--- src/rtl/bbox_tracker.sv ---
// Colour-threshold bounding-box tracker on an Avalon-ST RGB stream.
// Beats pass through a one-entry register slice; matching pixels grow a per-frame box exposed over Avalon-MM.
module bbox_tracker #(
  parameter int IMAGE_W = 640,
  parameter int IMAGE_H = 480
) (
  input  logic        clk,
  input  logic        reset_n,
  input  logic [23:0] sink_data,
  input  logic        sink_valid,
  input  logic        sink_sop,
  input  logic        sink_eop,
  output logic        sink_ready,
  output logic [23:0] source_data,
  output logic        source_valid,
  output logic        source_sop,
  output logic        source_eop,
  input  logic        source_ready,
  input  logic        s_chipselect,
  input  logic        s_read,
  input  logic        s_write,
  input  logic [2:0]  s_address,
  input  logic [31:0] s_writedata,
  output logic [31:0] s_readdata
);
  typedef enum logic [1:0] {WAIT_SOP, VIDEO, OTHER} state_t;

  localparam logic [10:0] X_LAST    = 11'(IMAGE_W - 1);
  localparam logic [10:0] Y_LIMIT   = 11'(IMAGE_H);
  localparam logic [19:0] COUNT_MAX = 20'hFFFFF;

  state_t      state, state_next;
  logic        accept, frame_start, pixel_en, frame_end, in_range, match;
  logic        csr_write, done_clear, hit, done;
  logic [10:0] x, y, xmin, ymin, xmax, ymax;
  logic [10:0] xmin_next, ymin_next, xmax_next, ymax_next;
  logic [10:0] res_xmin, res_ymin, res_xmax, res_ymax;
  logic [19:0] count, count_next, res_count;
  logic [15:0] frame_count;
  logic [23:0] lo, hi;
  logic [31:0] read_mux;
  logic        unused_bits;

  assign sink_ready  = source_ready || !source_valid;
  assign accept      = sink_valid && sink_ready;
  assign csr_write   = s_chipselect && s_write;
  assign done_clear  = csr_write && (s_address == 3'd0) && s_writedata[1];
  assign unused_bits = ^s_writedata[31:24];

  always_ff @(posedge clk) begin
    if (!reset_n) begin
      source_valid <= 1'b0;
      source_sop   <= 1'b0;
      source_eop   <= 1'b0;
      source_data  <= '0;
    end else if (accept) begin
      source_valid <= 1'b1;
      source_sop   <= sink_sop;
      source_eop   <= sink_eop;
      source_data  <= sink_data;
    end else if (source_ready) begin
      source_valid <= 1'b0;
    end
  end

  always_ff @(posedge clk) begin
    if (!reset_n) state <= WAIT_SOP;
    else          state <= state_next;
  end

  // Any sop restarts parsing, so a truncated frame is simply dropped.
  always_comb begin
    state_next  = state;
    frame_start = 1'b0;
    pixel_en    = 1'b0;
    frame_end   = 1'b0;
    if (accept) begin
      if (sink_sop) begin
        frame_start = 1'b1;
        if (sink_eop)                  state_next = WAIT_SOP;
        else if (sink_data[3:0] == '0) state_next = VIDEO;
        else                           state_next = OTHER;
      end else begin
        if (state == VIDEO) begin
          pixel_en  = 1'b1;
          frame_end = sink_eop;
        end
        if (sink_eop) state_next = WAIT_SOP;
      end
    end
  end

  assign in_range = (sink_data[23:16] >= lo[23:16]) && (sink_data[23:16] <= hi[23:16]) &&
                    (sink_data[15:8]  >= lo[15:8])  && (sink_data[15:8]  <= hi[15:8])  &&
                    (sink_data[7:0]   >= lo[7:0])   && (sink_data[7:0]   <= hi[7:0]);
  assign match    = pixel_en && (y < Y_LIMIT) && in_range;

  // A zero count marks the first match of the frame, which seeds the box.
  always_comb begin
    xmin_next  = xmin;
    ymin_next  = ymin;
    xmax_next  = xmax;
    ymax_next  = ymax;
    count_next = count;
    if (match) begin
      if (count == '0) begin
        xmin_next = x;
        xmax_next = x;
        ymin_next = y;
        ymax_next = y;
      end else begin
        if (x < xmin) xmin_next = x;
        if (x > xmax) xmax_next = x;
        if (y < ymin) ymin_next = y;
        if (y > ymax) ymax_next = y;
      end
      if (count != COUNT_MAX) count_next = count + 20'd1;
    end
  end

  always_ff @(posedge clk) begin
    if (!reset_n || frame_start) begin
      x     <= '0;
      y     <= '0;
      xmin  <= '0;
      ymin  <= '0;
      xmax  <= '0;
      ymax  <= '0;
      count <= '0;
    end else if (pixel_en) begin
      xmin  <= xmin_next;
      ymin  <= ymin_next;
      xmax  <= xmax_next;
      ymax  <= ymax_next;
      count <= count_next;
      if (x == X_LAST) begin
        x <= '0;
        y <= y + 11'd1;
      end else begin
        x <= x + 11'd1;
      end
    end
  end

  // The eop pixel itself is folded in, hence the *_next values.
  always_ff @(posedge clk) begin
    if (!reset_n) begin
      res_xmin    <= '0;
      res_ymin    <= '0;
      res_xmax    <= '0;
      res_ymax    <= '0;
      res_count   <= '0;
      hit         <= 1'b0;
      done        <= 1'b0;
      frame_count <= '0;
    end else if (frame_end) begin
      res_xmin    <= xmin_next;
      res_ymin    <= ymin_next;
      res_xmax    <= xmax_next;
      res_ymax    <= ymax_next;
      res_count   <= count_next;
      hit         <= (count_next != '0);
      done        <= 1'b1;
      frame_count <= frame_count + 16'd1;
    end else if (done_clear) begin
      done <= 1'b0;
    end
  end

  always_comb begin
    read_mux = '0;
    case (s_address)
      3'd0:    read_mux = {frame_count, 14'b0, done, hit};
      3'd1:    read_mux = {5'b0, res_ymin, 5'b0, res_xmin};
      3'd2:    read_mux = {5'b0, res_ymax, 5'b0, res_xmax};
      3'd3:    read_mux = {12'b0, res_count};
      3'd4:    read_mux = {8'b0, lo};
      3'd5:    read_mux = {8'b0, hi};
      3'd6:    read_mux = 32'h00BB0001;
      default: read_mux = '0;
    endcase
  end

  always_ff @(posedge clk) begin
    if (!reset_n) begin
      lo         <= 24'h000000;
      hi         <= 24'hFFFFFF;
      s_readdata <= '0;
    end else begin
      if (csr_write && s_address == 3'd4) lo <= s_writedata[23:0];
      if (csr_write && s_address == 3'd5) hi <= s_writedata[23:0];
      if (s_chipselect && s_read) s_readdata <= read_mux;
    end
  end
endmodule

--- config.mk ---
export PLATFORM = sky130hd
export DESIGN_NAME = bbox_tracker
export DESIGN_NICKNAME = d
export VERILOG_FILES = /design/src/rtl/bbox_tracker.sv
export SDC_FILE = /design/constraint.sdc
export NUM_CORES = 1
export LEC_CHECK = 0
export CAP_MARGIN = 30
export CORE_ASPECT_RATIO = 2
export CORE_MARGIN = 3
export CORE_UTILIZATION = 45
export CTS_BUF_LIST = sky130_fd_sc_hd__clkbuf_8
export CTS_CLUSTER_DIAMETER = 150
export DETAILED_ROUTE_END_ITERATION = 6
export PLACE_DENSITY = 0.61
export SLEW_MARGIN = 0
export SYNTH_ARGS = -nofsm -noshare
export SYNTH_HDL_FRONTEND = slang
export SYNTH_SLANG_ARGS = --single-unit
export TNS_END_PERCENT = 50
--- constraint.sdc ---
create_clock -name clk -period 4.1 [get_ports clk]
set_input_delay 0.615 -clock clk [delete_from_list [all_inputs] [get_ports clk]]
set_output_delay 0.615 -clock clk [all_outputs]
set_load 0.01 [all_outputs]
Word level (Yosys, flattened, before mapping). Index checks and enable logic that the tools add are counted.

Register bits after elaboration: 277. Input port bits: 68. Logic and storage cells: 106.

$add $sub $neg: 4. Order comparisons: 11. Equal/unequal tests: 9. Multiplexer cells: 32. Reductions and logical operators: 27.

Operators by type and width (number): case mux 32 bit (7 select lines) (1); 2-to-1 mux 11 bit (13); 2-to-1 mux 20 bit (2); greater-or-equal comparator 8 bit (3); less-or-equal comparator 8 bit (3); adder 11 x 1 -> 11 bit, second input constant (2); greater-than comparator 11 bit (2); less-than comparator 11 bit (2); adder 20 x 1 -> 20 bit, second input constant (1); logical NOT 20 bit (1); != test 20 bit, second input constant (1); nonzero test 20 bit (1); adder 16 x 1 -> 16 bit, second input constant (1); logical AND 1 bit (14); 2-to-1 mux 1 bit (12); equality test 11 x 10 -> 1 bit, second input constant (1); less-than comparator 11 x 9 -> 1 bit, second input constant (1); equality test 3 bit, second input constant (3); 2-to-1 mux 2 bit (4); equality test 3 x 2 -> 1 bit, second input constant (2); nonzero test 2 bit (3); logical NOT 4 bit (1); AND reduction 2 bit (2); equality test 3 x 1 -> 1 bit, second input constant (1); other kinds (4) (6).

Longest topological paths before layout. Gate-level depths: netlist of run 1.

Word-level depth: 9. Mapped depth: 14. Mapped depth without buffers: 12.

Least setup slack after synthesis of run 1. OpenSTA, ideal clock, no wires.

Path kind: input to register. From: input sink_data[0]. To: register res_ymax[1]. Arrival time: 2.918 ns. Path slack: 1.054 ns. Cell stages on the path: 14. Path buffers: 2. Cell sequence: inv_1 ha_1 nand2b_1 a211oi_1 o21bai_1 a2111o_1 nand4_1 or2_1 buf_4 a211oi_2 nor2_1 buf_4 mux2i_1 a21oi_1.

Cells in the longest elaborated chain, start to end: 5.

RTL lines: from (decl) (line 9) `input logic [23:0] sink_data,`; greater-or-equal comparator 8 bit (line 95) `(sink_data[7:0] >= lo[7:0]) && (sink_data[7:0] <= hi[7:0]);`; logical AND 1 bit (line 94) `(sink_data[15:8] >= lo[15:8]) && (sink_data[15:8] <= hi[15:8]) &&`; logical AND 1 bit * (line 95); logical AND 1 bit * (line 96) `assign match = pixel_en && (y < Y_LIMIT) && in_range;`; 2-to-1 mux 11 bit * (line 105) `if (match) begin`; to (signal assigned) (line 160) `res_ymax <= ymax_next;`; to (decl) (line 37) `logic [10:0] res_xmin, res_ymin, res_xmax, res_ymax;`.

Mark *: on every way between the ends. The rest lies on a longest branch, timed or not. A chain may end at the register's enable or synchronous reset.

Worst setup path in the final report of run 1.
From: input sink_data[0]. To: register hit.

Cells in the longest elaborated chain, start to end: 6.

RTL lines: greater-or-equal comparator 8 bit (line 95); logical AND 1 bit (line 94); logical AND 1 bit * (line 95); logical AND 1 bit * (line 96); 2-to-1 mux 20 bit * (line 105); nonzero test 20 bit * (line 162) `hit <= (count_next != '0);`; to (signal assigned) (line 162); to (decl) (line 34) `logic csr_write, done_clear, hit, done;`.

Marked as above.

==> out/metrics.cfg, run 1 <==
[run_status]
status = completed

[synthesis]
synth_top_area_share_pct = 41.1
yosys_register_bits = 277
synth_fa_ha_area_share_pct = 8.81
synth.distinct_cells = 72
synth_top_family_by_area = simple AND/OR/NAND/NOR gates
synth-compound-area-share_pct = 17.1
synth.area.top_cells = dfxtp_1 41%, ha_1 8.8%, a21oi_1 5.6%
muxShareOfSynthArea_pct = 6.04
synth_common_cells = 277 x dfxtp_1, 194 x nand2_1, 168 x nor2_1, 152 x a21oi_1, 97 x inv_1
syn_nets = 1764
yosys.area_share.xor_xnor_pct = 3.18
synth-async-reset-ratio_pct = 0
ys_seq_area_share_pct = 41.1
synth.avg_cell_area_um2 = 8.42
syn_area_um2 = 13500
synthSimpleGateAreaFrac_pct = 18.1
synth_cells = 1601
synthFlopType = dfxtp_1
synth_top_area_cell = dfxtp_1
yosysMostFrequentCell = dfxtp_1
ys_warn_count = 0
synth_edf_count = 0

[clocking]
holdBufCountCts = 0
cts_max_level = 2
cts_made_buffers = 41
clk_pin_slew_ps = 70
clock_sinks = 277
post_cts_resized = 0
postCtsSetupBuffers = 0
cts_root_buf = clkbuf_8
insertion_delay_ps = 560
cts_tree = done
cts_max_path_buffers = 3

[timing]
rsz0062_at_grt = no
final_max_slew_viol_count = 0
max_slew_margin_pct = 48.5
max_freq_mhz = 277
hold_slack_ps = 452
finalCriticalPeriod_ps = 3610
finalWorstSetupSlack_ps = 490
hold_viol = 0
final-setup-viol-count = 0
finalCritPeriodShare_pct = 88.1
skew_ps = 13.1
tightest_slew_ps = 765

[detailed_routing]
drc_errors = 0
routed-via-count = 11700
ant_nets = 0
first_pass_iters = 5
wl_per_cell_um = 18.2
drt_iter0_drc = 531
drt-total-wl_mm = 38.9
routed_via_density = 5.51

[global_route]
grt_max_degree = 89
grt_pass1_vias = 11700
grt_antenna_before_repair = 1
grt_pass1_wl_mm = 61.1
gr-total-overflow = 0
grt_use_total_pct = 23.8

[floorplanning]
pin_count = 128
fp.dieArea_um2 = 32200
core_area_um2 = 29500
rows = 89
die_y_um = 251
die_w_um = 128
initial_core_util_pct = 45.7

[worst_setup_path]
cp.required_ps = 4540
worstSetupStartpointType = primary input
critPathMaxFanout = 7
arrival_ps = 4050
crit_type = primary input to flip-flop
worst_setup_path_end_kind = flip-flop

[final_layout]
layout-drive-gt1-share_pct = 8.94
fin_util_pct = 54.7
nFillCells = 2775
syn2layout_area_growth_pct = 19.6
multi_input_area_um2 = 7190
seq_area_um2 = 5550
nNetsFinal = 1901
stdcell_count = 2132

[power_and_ir_drop]
combPwrFrac_pct = 8.0
power.share.switching_pct = 24.6
power.density_nw_per_um2 = 338
p_switching_w = 0.00134
vdd_drop_max_mv = 0.253
p_total_w = 0.00546
power_frac_seq_pct = 50.3
p_int_w = 0.00412
cellLeakagePower_nw = 6.39
pwr-share-clk_pct = 41.7

[flow_run]
drv_cap = 0

[place]
io_buffers = 119
dp.cells = 2059
dp_slack_ps = -24.2
gp_congestion = 0.888
hpwl_mm = 29.2

[min_path]
hp-class = flip-flop to flip-flop

-- worst max-delay path, cell delays in order --
cell and delay, ps:
clkdlybuf4s50_1 490, inv_1 80, ha_1 280, nand2b_1 140, a211oi_1 280, o21bai_1 140
a2111o_1 410, nand4_1 210, buf_4 170, nor3_2 50, buf_4 170, a31o_2 240
a2111oi_0 360, and4_1 320, a31oi_1 90
-- metal layers --
layer	vias up	GRT usage [%]	share of wire (%)
met4	0	11.5	5.1
met5	-	0	0
met1	5503	26.1	39
met2	290	44.2	52
met3	103	3.13	3.8
li1	5843	-	-
-- power groups by stage --
stage	Sequential (W)	Combinational [W]	Clock [W]
final	0.00274	0.000437	0.00228
after global routing	0.00274	0.000478	0.00243
after CTS	0.00274	0.000442	0.00233
after detailed placement	0.00280	0.000439	0
after global placement	0.00280	0.000436	0
after floorplan	0.00281	0.000206	0
-- cell families after synthesis --
kind of cell | count (synthesis)
adders and majority gates | 95
and+or+nand+nor | 530
AOI/OAI and AO/OA | 381
muxes | 77
DFF | 277
xor gates and xnor gates | 49
buffers and inverters | 192
-- cell type report --
class	count	share of cell area, %
antenna	1	0.0155
clock buffer	52	4.44
tap	364	2.82
multi-input combinational	1132	44.6
timing repair buffer	188	10.8
sequential	277	34.4
clock inverter	20	0.690
inverter	98	2.30
-- cell usage in the layout, fill, tap and decap left out, drive strengths merged, types with 33 or more instances in the layout --
master and n:
dfxtp 277, nand2 195, ha 95, xor2 33, o21ai 90, clkbuf 52, inv 113, buf 71
clkdlybuf4s50 117, a22oi 35, mux2i 69, nor2 171, a21oi 152
-- worst paths after layout --
kind	startpoint	end	slack [ps]	cells after the start
max	sink_data[0]	hit	490	15
min	source_data[10]	source_data[10]	450	2
max reg2reg	lo[10]	hit	750	14
min reg2reg	source_data[10]	source_data[10]	450	2
-- per-stage QoR --
stage	instance area (um2)	setup TNS, ps
6_report	16100	0
5_1_grt	16100	0
4_1_cts	16100	0
3_5_place_dp	15300	-24.2
3_3_place_gp	15300	-3.77
2_1_floorplan	13500	0
-- registers in the layout, summed over array words and instances, names as in the netlist, 2 cells and up --
name	cells
s_readdata	32
hi	24
lo	24
source_data	24
count	20
res_count	20
frame_count	16
res_xmax	11
res_xmin	11
res_ymax	11
res_ymin	11
x	11
xmax	11
xmin	11
y	11
ymax	11
ymin	11
state	2
Note: power is estimated with default switching activity, not from simulation.
==> inputs of run 2 (changes only) <==
Settings changed: CORE_ASPECT_RATIO 2 to 1.1.
==> run 2 against run 1 <==
Against the previous run:
- clock skew grew 17 ps
- final cell count shrank 0.52%
- global-route usage shrank 0.42 points
- non-clock buffer count shrank 23
- largest cell class unchanged
- sequential power is essentially flat
- die area shrank 0.39%
- total power grew 1.8%
- critical endpoint unchanged
- critical path depth shrank 3
- core utilization grew 0.59 points
- final area shrank 0.27%
- first-iteration DRC count grew 48%
==> out/metrics.cfg, run 2 (synthesis results as in run 1) <==
[global_route]
grtUsageMet3_pct = 3.27
grt_max_degree = 120
gr-total-overflow = 0
grt_busiest_layer = met2
grt_antenna_before_repair = 0
use_met2_pct = 39.3
grt_use_total_pct = 23.4
grt_pass1_vias = 11300
grt_pass1_wl_mm = 60.9
use_met1_pct = 31.4

[worst_setup_path]
slowest_stage = nor3_2
cp_common_cell = nand4_1
cp.required_ps = 4550
crit_type = primary input to flip-flop
critPathMaxFanout = 7
r2r.worst_path.cells = 13
worstSetupStartpointType = primary input
slowest_delay_ps = 520
r2r_end = hit
path_cells = clkdlybuf4s50_1, ha_1, nand4_1, or2_2, o21ai_0, nand4_1, buf_4, nor3_2, mux2i_1, a2111oi_0, and4_1, a31oi_1
arrival_ps = 3930
worst_setup_path_end_kind = flip-flop
crit-reg2reg-launch = hi[9]
r2r_slack_ps = 780

[power_and_ir_drop]
power.density_nw_per_um2 = 345
vdd_drop_max_mv = 0.323
cellLeakagePower_nw = 6.34

[clocking]
cts_root_buf = clkbuf_8
insertion_delay_ps = 570
postCtsSetupBuffers = 0
post_cts_resized = 0
cts_made_buffers = 47
holdBufCountCts = 0
cts_max_path_buffers = 3
cts_max_level = 2
cts_tree = done
clock_sinks = 277
clk_pin_slew_ps = 60

[place]
dp.cells = 2040
io_buffers = 119
hpwl_mm = 27.0
gp_congestion = 0.907

[floorplanning]
core_area_um2 = 29100
die_w_um = 171
initial_core_util_pct = 46.3
pin_count = 128
fp.dieArea_um2 = 32100
die_y_um = 188
rows = 65

[final_layout]
stdcell_count = 2121
largest_reg_flops = 32
num_antenna_cells = 0
syn2layout_area_growth_pct = 19.3
regMostFlops = s_readdata
nNetsFinal = 1884
layout_commonest_cell = dfxtp_1
layout-drive-gt1-share_pct = 8.16
nFillCells = 2794
final_cell_mix = 277 x dfxtp_1, 193 x nand2_1, 168 x nor2_1, 152 x a21oi_1, 117 x clkdlybuf4s50_1

[min_path]
whs_endpoint = s_readdata[6]
min_from = reset_n
whs_path_depth = 3
hp-class = primary input to flip-flop

[detailed_routing]
drt_iter0_drc = 786
routed_via_density = 5.45
routed-via-count = 11600
first_pass_iters = 5
ant_nets = 0
drt-total-wl_mm = 37.9
drc_errors = 0
wl_per_cell_um = 17.9

[timing]
finalCritPeriodShare_pct = 84.8
setup_tns_ps = 0
max_slew_margin_pct = 33.3
finalCriticalPeriod_ps = 3480
max_freq_mhz = 288
tightest_slew_ps = 997
final-setup-viol-count = 0
skew_ps = 30.2
hold_slack_ps = 427
final_max_slew_viol_count = 0
hold_viol = 0
rsz0062_at_grt = no

[flow_run]
drv_cap = 0

[run_status]
status = completed

==> run 2: cell type report <==
class                      instances  area, um2  area share, %
multi-input combinational       1132       7200           44.8
clock buffer                      59        812           5.05
inverter                          98        370           2.30
clock inverter                    22       97.6          0.607
sequential                       277       5550           34.5
timing repair buffer             165       1600           9.95
tap                              368        460           2.86
==> run 2: critical path, delay by kind of cell <==
kind	cells	cell delay, ps
muxes	1	160
buffers and inverters	2	720
adders and majority gates	1	360
AOI/OAI and AO/OA	3	560
and+or+nand+nor	5	1520
==> run 2: power by group <==
part           internal, W  switching [W]
clock              0.00129        0.00110
combinational     0.000183       0.000248
sequential         0.00273      0.0000194
total              0.00420        0.00136
==> run 2: metal layers <==
metal / part of all wire (%) / vias to the layer above
met3: 4.0 / 71
met2: 48 / 234
li1: - / 5811
met4: 2.8 / 0
met1: 46 / 5440
met5: 0 / -
==> run 2: worst max path at each step <==
stage	startpoint	end	slack [ps]	depth (start not counted)
CTS	sink_data[15]	hit	700	12
global placement	sink_data[15]	hit	90	12
detailed placement	sink_data[9]	hit	90	13
floorplan	sink_data[0]	res_ymax[1]	1050	14
finish	sink_data[15]	hit	620	12
global route	sink_data[0]	res_ymax[8]	440	14
==> run 2: stage by stage <==
stage	power [W]	instance area, um2	worst slack, ps	util [%]
after floorplan	0.00302	13500	1050	-
after global placement	0.00323	15200	91.7	52.1
after detailed placement	0.00323	15200	89.4	52.1
after CTS	0.00563	16100	700	55.3
after global routing	0.00580	16100	441	55.3
final	0.00556	16100	623	55.3
